`src/rtl/sys_wr_arbiter.sv`:
```
// Purpose: shares one registered system-register write port between a buffered
//          debug strobe stream and a valid/ready host port, round-robin with bounded bursts.
// Latency: host valid -> wr_o 1 cycle; debug strobe -> wr_o 2 cycles (no fall-through).
// Backpressure: wr_busy_i holds the issued write; no grant, pop or host_ready_o while held.
//
// Ports:
//   sys_clk, sys_rst_n                    clock, async active-low reset
//   dbg_wr_i, dbg_waddr_i, dbg_wdata_i    debug write strobe stream (no backpressure)
//   dbg_ovf_o, dbg_ovf_clr_i              sticky drop flag and its clear
//   dbg_level_o                           debug FIFO occupancy 0..FIFO_DEPTH
//   host_valid_i, host_ready_o            host handshake
//   host_addr_i, host_data_i              host write payload
//   wr_o, waddr_o, wdata_o, wr_busy_i     registered write port and target stall
//   owner_o                               0 IDLE, 1 DBG, 2 HOST

// Purpose: small FIFO with registered occupancy; caller qualifies push/pop.
// Latency: pushed entry visible at the head the cycle after the push.
// Backpressure: none internally; caller must not push when full without a pop.
module sys_wr_fifo #(
  parameter int W     = 16,
  parameter int DEPTH = 4,
  parameter int LW    = $clog2(DEPTH) + 1
) (
  input  logic          clk,
  input  logic          rst_n,
  input  logic          push,
  input  logic [W-1:0]  push_dat,
  input  logic          pop,
  output logic [W-1:0]  head_dat,
  output logic          full,
  output logic          empty,
  output logic [LW-1:0] level
);
  localparam int PW = $clog2(DEPTH);

  logic [W-1:0]  mem [DEPTH];
  logic [PW-1:0] wr_ptr;
  logic [PW-1:0] rd_ptr;
  logic [LW-1:0] count;

  // Storage needs no reset: entries are only read once counted as valid.
  always_ff @(posedge clk) begin
    if (push) begin
      mem[wr_ptr] <= push_dat;
    end
  end

  // DEPTH is a power of two, so the pointers wrap naturally.
  always_ff @(posedge clk or negedge rst_n) begin
    if (!rst_n) begin
      wr_ptr <= '0;
      rd_ptr <= '0;
      count  <= '0;
    end else begin
      if (push) begin
        wr_ptr <= wr_ptr + PW'(1);
      end
      if (pop) begin
        rd_ptr <= rd_ptr + PW'(1);
      end
      case ({push, pop})
        2'b10:   count <= count + LW'(1);
        2'b01:   count <= count - LW'(1);
        default: count <= count;
      endcase
    end
  end

  assign head_dat = mem[rd_ptr];
  assign full     = (count == LW'(DEPTH));
  assign empty    = (count == '0);
  assign level    = count;
endmodule

module sys_wr_arbiter #(
  parameter int AW         = 8,
  parameter int DW         = 8,
  parameter int FIFO_DEPTH = 4,
  parameter int BURST      = 4
) (
  input  logic                        sys_clk,
  input  logic                        sys_rst_n,
  input  logic                        dbg_wr_i,
  input  logic [AW-1:0]               dbg_waddr_i,
  input  logic [DW-1:0]               dbg_wdata_i,
  output logic                        dbg_ovf_o,
  input  logic                        dbg_ovf_clr_i,
  output logic [$clog2(FIFO_DEPTH):0] dbg_level_o,
  input  logic                        host_valid_i,
  output logic                        host_ready_o,
  input  logic [AW-1:0]               host_addr_i,
  input  logic [DW-1:0]               host_data_i,
  output logic                        wr_o,
  output logic [AW-1:0]               waddr_o,
  output logic [DW-1:0]               wdata_o,
  input  logic                        wr_busy_i,
  output logic [1:0]                  owner_o
);
  localparam int LW = $clog2(FIFO_DEPTH) + 1;
  localparam int CW = $clog2(BURST + 1);
  localparam logic [CW-1:0] BURST_C = CW'(BURST);

  typedef enum logic [1:0] {
    ST_IDLE = 2'd0,
    ST_DBG  = 2'd1,
    ST_HOST = 2'd2
  } state_t;

  state_t            state, state_n;
  logic [CW-1:0]     cnt, cnt_n, cnt_inc;
  logic              last_host, last_host_n;
  logic              grant_dbg, grant_host;
  logic              slot_free, req_dbg, req_host;
  logic              fifo_push, fifo_pop, fifo_full, fifo_empty, drop;
  logic [AW+DW-1:0]  fifo_head;

  sys_wr_fifo #(
    .W     (AW + DW),
    .DEPTH (FIFO_DEPTH),
    .LW    (LW)
  ) u_dbg_fifo (
    .clk      (sys_clk),
    .rst_n    (sys_rst_n),
    .push     (fifo_push),
    .push_dat ({dbg_waddr_i, dbg_wdata_i}),
    .pop      (fifo_pop),
    .head_dat (fifo_head),
    .full     (fifo_full),
    .empty    (fifo_empty),
    .level    (dbg_level_o)
  );

  assign slot_free = !wr_o || !wr_busy_i;
  assign req_dbg   = !fifo_empty;
  assign req_host  = host_valid_i;

  // A pop in the same cycle frees the slot, so a full FIFO still accepts.
  assign fifo_pop  = grant_dbg;
  assign fifo_push = dbg_wr_i && (!fifo_full || fifo_pop);
  assign drop      = dbg_wr_i && fifo_full && !fifo_pop;

  assign host_ready_o = grant_host;
  assign owner_o      = state;
  assign cnt_inc      = (cnt == BURST_C) ? cnt : cnt + CW'(1);

  always_comb begin
    state_n     = state;
    cnt_n       = cnt;
    last_host_n = last_host;
    grant_dbg   = 1'b0;
    grant_host  = 1'b0;
    if (slot_free) begin
      case (state)
        ST_IDLE: begin
          // Tie goes to whoever was not served last.
          if (req_dbg && (!req_host || last_host)) grant_dbg = 1'b1;
          else if (req_host)                       grant_host = 1'b1;
        end
        ST_DBG: begin
          if (req_dbg && (cnt < BURST_C || !req_host)) grant_dbg = 1'b1;
          else if (req_host)                           grant_host = 1'b1;
        end
        ST_HOST: begin
          if (req_host && (cnt < BURST_C || !req_dbg)) grant_host = 1'b1;
          else if (req_dbg)                            grant_dbg = 1'b1;
        end
        default: ;
      endcase

      if (grant_dbg) begin
        state_n = ST_DBG;
        cnt_n   = (state == ST_DBG) ? cnt_inc : CW'(1);
      end else if (grant_host) begin
        state_n = ST_HOST;
        cnt_n   = (state == ST_HOST) ? cnt_inc : CW'(1);
      end else begin
        state_n = ST_IDLE;
        cnt_n   = '0;
        if (state == ST_DBG)       last_host_n = 1'b0;
        else if (state == ST_HOST) last_host_n = 1'b1;
      end
    end
  end

  always_ff @(posedge sys_clk or negedge sys_rst_n) begin
    if (!sys_rst_n) begin
      state     <= ST_IDLE;
      cnt       <= '0;
      last_host <= 1'b1;
    end else begin
      state     <= state_n;
      cnt       <= cnt_n;
      last_host <= last_host_n;
    end
  end

  // Output register only advances when the slot is free; otherwise it holds.
  always_ff @(posedge sys_clk or negedge sys_rst_n) begin
    if (!sys_rst_n) begin
      wr_o    <= 1'b0;
      waddr_o <= '0;
      wdata_o <= '0;
    end else if (slot_free) begin
      wr_o <= grant_dbg || grant_host;
      if (grant_dbg) begin
        {waddr_o, wdata_o} <= fifo_head;
      end else if (grant_host) begin
        waddr_o <= host_addr_i;
        wdata_o <= host_data_i;
      end
    end
  end

  // A drop coinciding with a clear keeps the flag set.
  always_ff @(posedge sys_clk or negedge sys_rst_n) begin
    if (!sys_rst_n) begin
      dbg_ovf_o <= 1'b0;
    end else if (drop) begin
      dbg_ovf_o <= 1'b1;
    end else if (dbg_ovf_clr_i) begin
      dbg_ovf_o <= 1'b0;
    end
  end
endmodule

```
`config.mk`:
```
export PLATFORM = sky130hd
export DESIGN_NAME = sys_wr_arbiter
export DESIGN_NICKNAME = d
export VERILOG_FILES = /design/src/rtl/sys_wr_arbiter.sv
export SDC_FILE = /design/constraint.sdc
export NUM_CORES = 1
export LEC_CHECK = 0
export ABC_AREA = 1
export BUFFER_PORTS_ARGS = -buffer_cell sky130_fd_sc_hd__buf_2
export CORE_ASPECT_RATIO = 0.8
export CORE_MARGIN = 2
export CORE_UTILIZATION = 55
export DETAILED_ROUTE_END_ITERATION = 16
export PLACE_DENSITY = 0.85
export SLEW_MARGIN = 20
export SYNTH_ARGS = -nofsm -noshare
export SYNTH_HDL_FRONTEND = slang
export SYNTH_HIERARCHICAL = 1
export SYNTH_SLANG_ARGS = --single-unit
export TNS_END_PERCENT = 100
```
`constraint.sdc`:
```
create_clock -name sys_clk -period 4.2 [get_ports sys_clk]
set_input_delay 0.84 -clock sys_clk [delete_from_list [all_inputs] [get_ports sys_clk]]
set_output_delay 0.84 -clock sys_clk [all_outputs]
set_load 0.02 [all_outputs]
```
## Word level (Yosys, flattened, before mapping)

Memories as Yosys holds them, arrays and structs flattened.
Cells that the tools add are included.

- Add/sub/neg operators: 5
- Multiply operators: 0
- Div/mod/pow operators: 0
- $lt $le $gt $ge: 1
- Equal/unequal tests: 6
- Shifts and indexed selects: 0
- Mux-type cells: 32
- Bitwise logic cells: 2
- Reductions and logical operators: 26

Operators with widths:

| cell | count |
|---|---|
| 8-bit 2-to-1 mux | 4 |
| 1-bit 2-to-1 mux | 18 |
| 3-bit 2-to-1 mux | 5 |
| 2-bit nonzero test | 4 |
| 3-bit by 1-bit adder with 3-bit output, second input constant | 2 |
| 3-bit == test, second input constant | 2 |
| 1-bit logical AND | 6 |
| 1-bit zero test | 6 |
| 1-bit logical OR | 6 |
| 1-bit case mux with 3 select lines | 2 |
| 3-bit case mux with 2 select lines | 1 |
| 2-bit by 1-bit adder with 2-bit output, second input constant | 2 |
| 2-bit by 1-bit == test with 1-bit output, second input constant | 2 |
| 2-bit == test, second input constant | 2 |
| 2-bit 2-to-1 mux | 2 |
| 4-bit AND reduction | 1 |
| 3-bit zero test | 1 |
| 3-bit less-than comparator, second input constant | 1 |
| 3-bit by 1-bit subtractor with 3-bit output, second input constant | 1 |
| 2-bit zero test | 1 |
| 1-bit inverter | 2 |
| 2-bit AND reduction | 1 |

- Flip-flop bits (word level): 31
- Latch bits: 0
- Bits in writable memories: 64
- Bits in read-only memories: 0
- Input port bits: 38
- Output and inout port bits: 24
- Word-level logic and storage cells: 83
- Memories: 1

Memories:

| name | words | bits a word | rd ports | clocked after memory_dff | wr ports | line | RTL |
|---|---|---|---|---|---|---|---|
| u_dbg_fifo.mem | 4 | 16 | 1 | 0 | 1 | 36 | `logic [W-1:0] mem [DEPTH];` |

## Depth between registers and ports, before layout

- Word-level depth: 11
- Depth in mapped cells: 19
- Depth with buffers taken out: 17

## Modules after synthesis

Netlist, hierarchy kept.

Modules (own cells, without submodules):

| module | instances | cells each | area each (sq um) | seq. area each (sq um) |
|---|---|---|---|---|
| sys_wr_fifo | 1 | 235 | 3209.3 | 2097.0 |
| sys_wr_arbiter | 1 | 205 | 1475.2 | 601.8 |

## Worst setup path after synthesis

Ideal clock, no wire load.

- Path kind: register to register
- Start: register u_dbg_fifo.count[0] (netlist: u_dbg_fifo/level[0])
- End: register u_dbg_fifo.count[2] (netlist: u_dbg_fifo/level[2])
- Setup time: 0.117 ns
- Arrival: 2.441 ns
- Data required time: 4.083 ns
- Path slack: 1.641 ns
- Stages on the path, launching flop included: 17
- Path buffers: 2
- Period minus slack after synthesis: 2.559 ns
- Cells stage by stage: dfrtp_1 > nor3_1 > inv_1 > nand3_1 > nand3_2 > nand3_2 > buf_2 > a21boi_0 > buf_2 > inv_2 > ha_1 > inv_1 > fa_1 > nand2_1 > nand3_1 > nand2_1 > nand2_1

- Word-level cells in the longest chain between the ends: 11
- Elaborated cells on any way between the ends: 23
- Classes of those cells: add/sub (2); eq/ne (3); mux (8); reduce/logical (10)

Ends and longest elaborated chain:

| what | line | RTL |
|---|---|---|
| from (decl) | 39 | `logic [LW-1:0] count;` |
| from (signal assigned) | 62 | `2'b10: count <= count + LW'(1);` |
| from (signal assigned) | 63 | `2'b01: count <= count - LW'(1);` |
| from (signal assigned) | 64 | `default: count <= count;` |
| 3-bit zero test (*) | 71 | `assign empty = (count == '0);` |
| named net fifo_empty | 114 | `logic fifo_push, fifo_pop, fifo_full, fifo_empty, drop;` |
| 1-bit logical OR / 1-bit zero test (equally long branches) | 164, 134 |  |
| 1-bit logical AND, on equally long branches | 164, 156, 160 |  |
| 1-bit 2-to-1 mux, on equally long branches | 164, 156, 160 |  |
| 1-bit case mux with 3 select lines (*) | 153 | `case (state)` |
| 1-bit 2-to-1 mux (*) (2 in series) | 152 | `if (slot_free) begin` |
| 1-bit logical OR (*) | 139 | `assign fifo_push = dbg_wr_i && (!fifo_full \|\| fifo_pop);` |
| 1-bit logical AND (*) | 139 |  |
| named net fifo_push | 114 |  |
| 2-bit by 1-bit == test with 1-bit output / 2-bit == test (equally long branches) | 61 | `case ({push, pop})` |
| 3-bit case mux with 2 select lines / 2-bit nonzero test (equally long branches) | n/a |  |

Mark *: on every way through the listed nets, which the timed path passes. The rest lies on a longest branch. The select of a mux whose other input is x is not followed.
A chain may end at the register's enable or synchronous reset.

## Worst setup path in the final report

Same ends and word-level chain as after synthesis.

==> flow_summary.ini <==
[status]
status = completed

[power]
vdd_drop_max_mv = 0.346
pwr-share-comb_pct = 48.6
pwr-share-seq_pct = 38.5
internal_power_mw = 2.16
p_switching_mw = 1.83
switching_share_pct = 45.9
power_leakage_nw = 2.42
powerDensity_mw_per_mm2 = 781
total_power_mw = 4.00
clkPwrFrac_pct = 12.9

[floorplan]
rows = 30
fp.dieH_um = 86.5
die_w_um = 107
start_util_pct = 56.0
die-area_mm2 = 0.00928
io_pins = 62
core_mm2 = 0.00837

[final_layout]
nNetsFinal = 545
diodes = 0
fin_util_pct = 61.2
final_area_mm2 = 0.00512
drive_gt1_share_pct = 28.7
area_delta_synth_final_pct = 9.29
finalNonFillerCells = 611

[timing]
finalSetupViolCount = 0
worstMarginPinSlew_ns = 0.931
slew_headroom_pct = 38.0
rsz0062_at_grt = false
setup_slack_ns = 1.35
hold_viol = 0
fin_tns_setup_ns = 0
max_freq_mhz = 351
finClkSkew_ns = 0.0128
min_period_over_period_pct = 67.9
period_needed_ns = 2.85
slew_viol_final = 0
hold_ws_ns = 0.472

[grt]
grt_max_degree = 38
grt_overflow = 0
grt_pass1_wl_um = 14600
antenna_found_initial = 0
grt_pass1_vias = 3043
track_usage_pct = 20.8

[clock_tree]
tritoncts = built
numCtsBuffers = 9
cts_root_buffer = clkbuf_8
clk_latency_ns = 0.36
ctsLongestPathBuffers = 2
cts_hold_buf = 0
post_cts_resize_count = 0
htreeDepth = 3
cts_sinks = 95
clk_pin_slew_ns = 0.09
post-cts-setup-buffers = 0

[routing]
drt_iter0_markers = 222
wl_per_cell_um = 14.8
wl_um = 9070
vias = 3125
ant_nets = 0
drcViolationCount = 0
vias_per_cell = 5.11
firstDrtPassIters = 5

[setup_path]
path_depth = 16
reg2reg_to = u_dbg_fifo/level[2]
crit_arrival_ns = 3.10
max_stage_delay_ns = 0.44
cp-end-kind = flip-flop
r2r_start = u_dbg_fifo/level[0]
critPathTopFamily = simple AND/OR/NAND/NOR gates
reg2reg_depth = 16
worst-path-buf-inv = 5
cpMaxStageDelayCell = dfrtp_1
crit_fanout = 20
cp.required_ns = 4.45
cp_cell_sequence = nor3_1, inv_1, nand3_1, nand3_2, buf_4, nand3_2, a21boi_0, buf_4, inv_2, ha_1, inv_1, fa_1, nand2_1, nand3_1, nand2_1, nand2_1
regToRegSetupSlack_ns = 1.35
startpoint_type = flip-flop
critical_path_class = reg -> reg
path_common_cell = nand2_1

[placement]
dp_hpwl_um = 6290
dp_cells = 596
dpl_worst_slack_ns = 1.23
place_area_mm2 = 0.00496
portBuffers = 61
place.gp.congestion = 0.841

[synth]
yosys.area_share.xor_xnor_pct = 1.28
yosys.area.top_type = edfxtp_1
ys_top_cells_by_area = edfxtp_1 41%, dfrtp_1 16%, nand2_1 11%
synthAdderAreaFrac_pct = 3.37
syn_area_per_cell_um2 = 10.6
yosysWarnings = 6
syn_nets = 490
synth_compound_area_share_pct = 8.60
synth.area.mux_share_pct = 0
synth_edf_count = 64
seq_area_frac_synth_pct = 57.6
syn_area_mm2 = 0.00468
synth_top_area_share_pct = 41.0
yosys.area_share.simple_pct = 19.6
ys.flop_type = edfxtp_1
syn_inst = 440
yosys.cell_types.count = 29
synth-seq-cells = 95
async_flop_share_pct = 32.6
synth_top_family_by_area = simple AND/OR/NAND/NOR gates

[hold_path]
min-delay-start = last_host
holdPathEnd = last_host
holdPathStages = 2
min_path_type = reg -> reg

[run]
max-cap-violations = 0
-- layer usage --
metal	global-route usage (%)	vias up	wire [µm]
met5	0	-	0
met4	6.02	0	84
met3	4.66	10	649
met2	35.4	104	4440
met1	27.1	1467	3900
li1	-	1544	-
-- state kept, by name (all words and copies together) (netlist names) --
| register | count |
|---|---|
| wr_o | 1 |
| u_dbg_fifo/mem | 64 |
| owner_o | 2 |
| waddr_o | 8 |
| u_dbg_fifo/wr_ptr | 2 |
| u_dbg_fifo/level | 3 |
| u_dbg_fifo/rd_ptr | 2 |
| dbg_ovf_o | 1 |
| wdata_o | 8 |
| last_host | 1 |
| cnt | 3 |
-- tightest hold or removal path: stages, from the launching register on --
cell and delay, ns:
dfstp_2 0.38, nand2_1 0.05, o21ai_1 0.05
-- cell usage after synthesis (3+ instances only) --
cell,instances
buf_4,3
buf_2,6
o21ai_0,5
edfxtp_1,64
xor2_1,3
o211ai_1,9
buf_6,6
nand4_1,17
o211ai_2,23
inv_1,56
inv_2,4
nand2_2,28
buf_12,4
nand3_1,8
o21ai_1,3
nand2_1,140
dfrtp_1,30
nand3_2,4
ha_1,11
clkbuf_1,3
-- cell families (layout without fill, tap and decap cells) --
family / after synthesis / count (layout)
adders and majority gates: 12 / 12
DFF: 95 / 95
buffers and inverters: 83 / 142
AOI/OAI and AO/OA: 41 / 41
and+or+nand+nor: 203 / 203
xor gates and xnor gates: 6 / 6
-- cell usage in the layout (no fill, tap or decap), types with 8 or more instances in the layout --
master / instances
buf_2: 61
clkbuf_8: 9
dfrtp_1: 29
edfxtp_1: 64
ha_1: 11
inv_1: 56
nand2_1: 140
nand2_2: 28
nand3_1: 8
nand4_1: 17
o211ai_1: 9
o211ai_2: 23
-- cell type report --
type / instances / area (µm²)
Clock inverter: 5 / 35.0
Clock buffer: 10 / 128
Inverter: 61 / 234
Timing Repair Buffer: 66 / 343
Tap cell: 112 / 140
Sequential cell: 95 / 2700
Fill cell: 673 / 3250
Multi-Input combinational cell: 262 / 1540
-- how the worst max path moves through the flow --
stage                        start                  end  slack, ns
2_1_floorplan  u_dbg_fifo/level[0]  u_dbg_fifo/level[2]       1.64
4_1_cts        u_dbg_fifo/level[0]  u_dbg_fifo/level[1]       1.39
5_1_grt                 owner_o[0]  u_dbg_fifo/level[2]       1.10
6_report       u_dbg_fifo/level[0]  u_dbg_fifo/level[2]       1.35
3_3_place_gp          host_valid_i  u_dbg_fifo/level[2]       1.36
3_5_place_dp          host_valid_i  u_dbg_fifo/level[2]       1.23
-- power by group through the flow --
stage,Sequential [mW],Clock [mW],Combinational (mW)
floorplan,1.56,0,1.60
global placement,1.54,0,1.86
detailed placement,1.56,0,1.94
CTS,1.54,0.534,1.95
global route,1.57,0.571,2.18
finish,1.54,0.516,1.94
(Power assumes the default switching activity.)
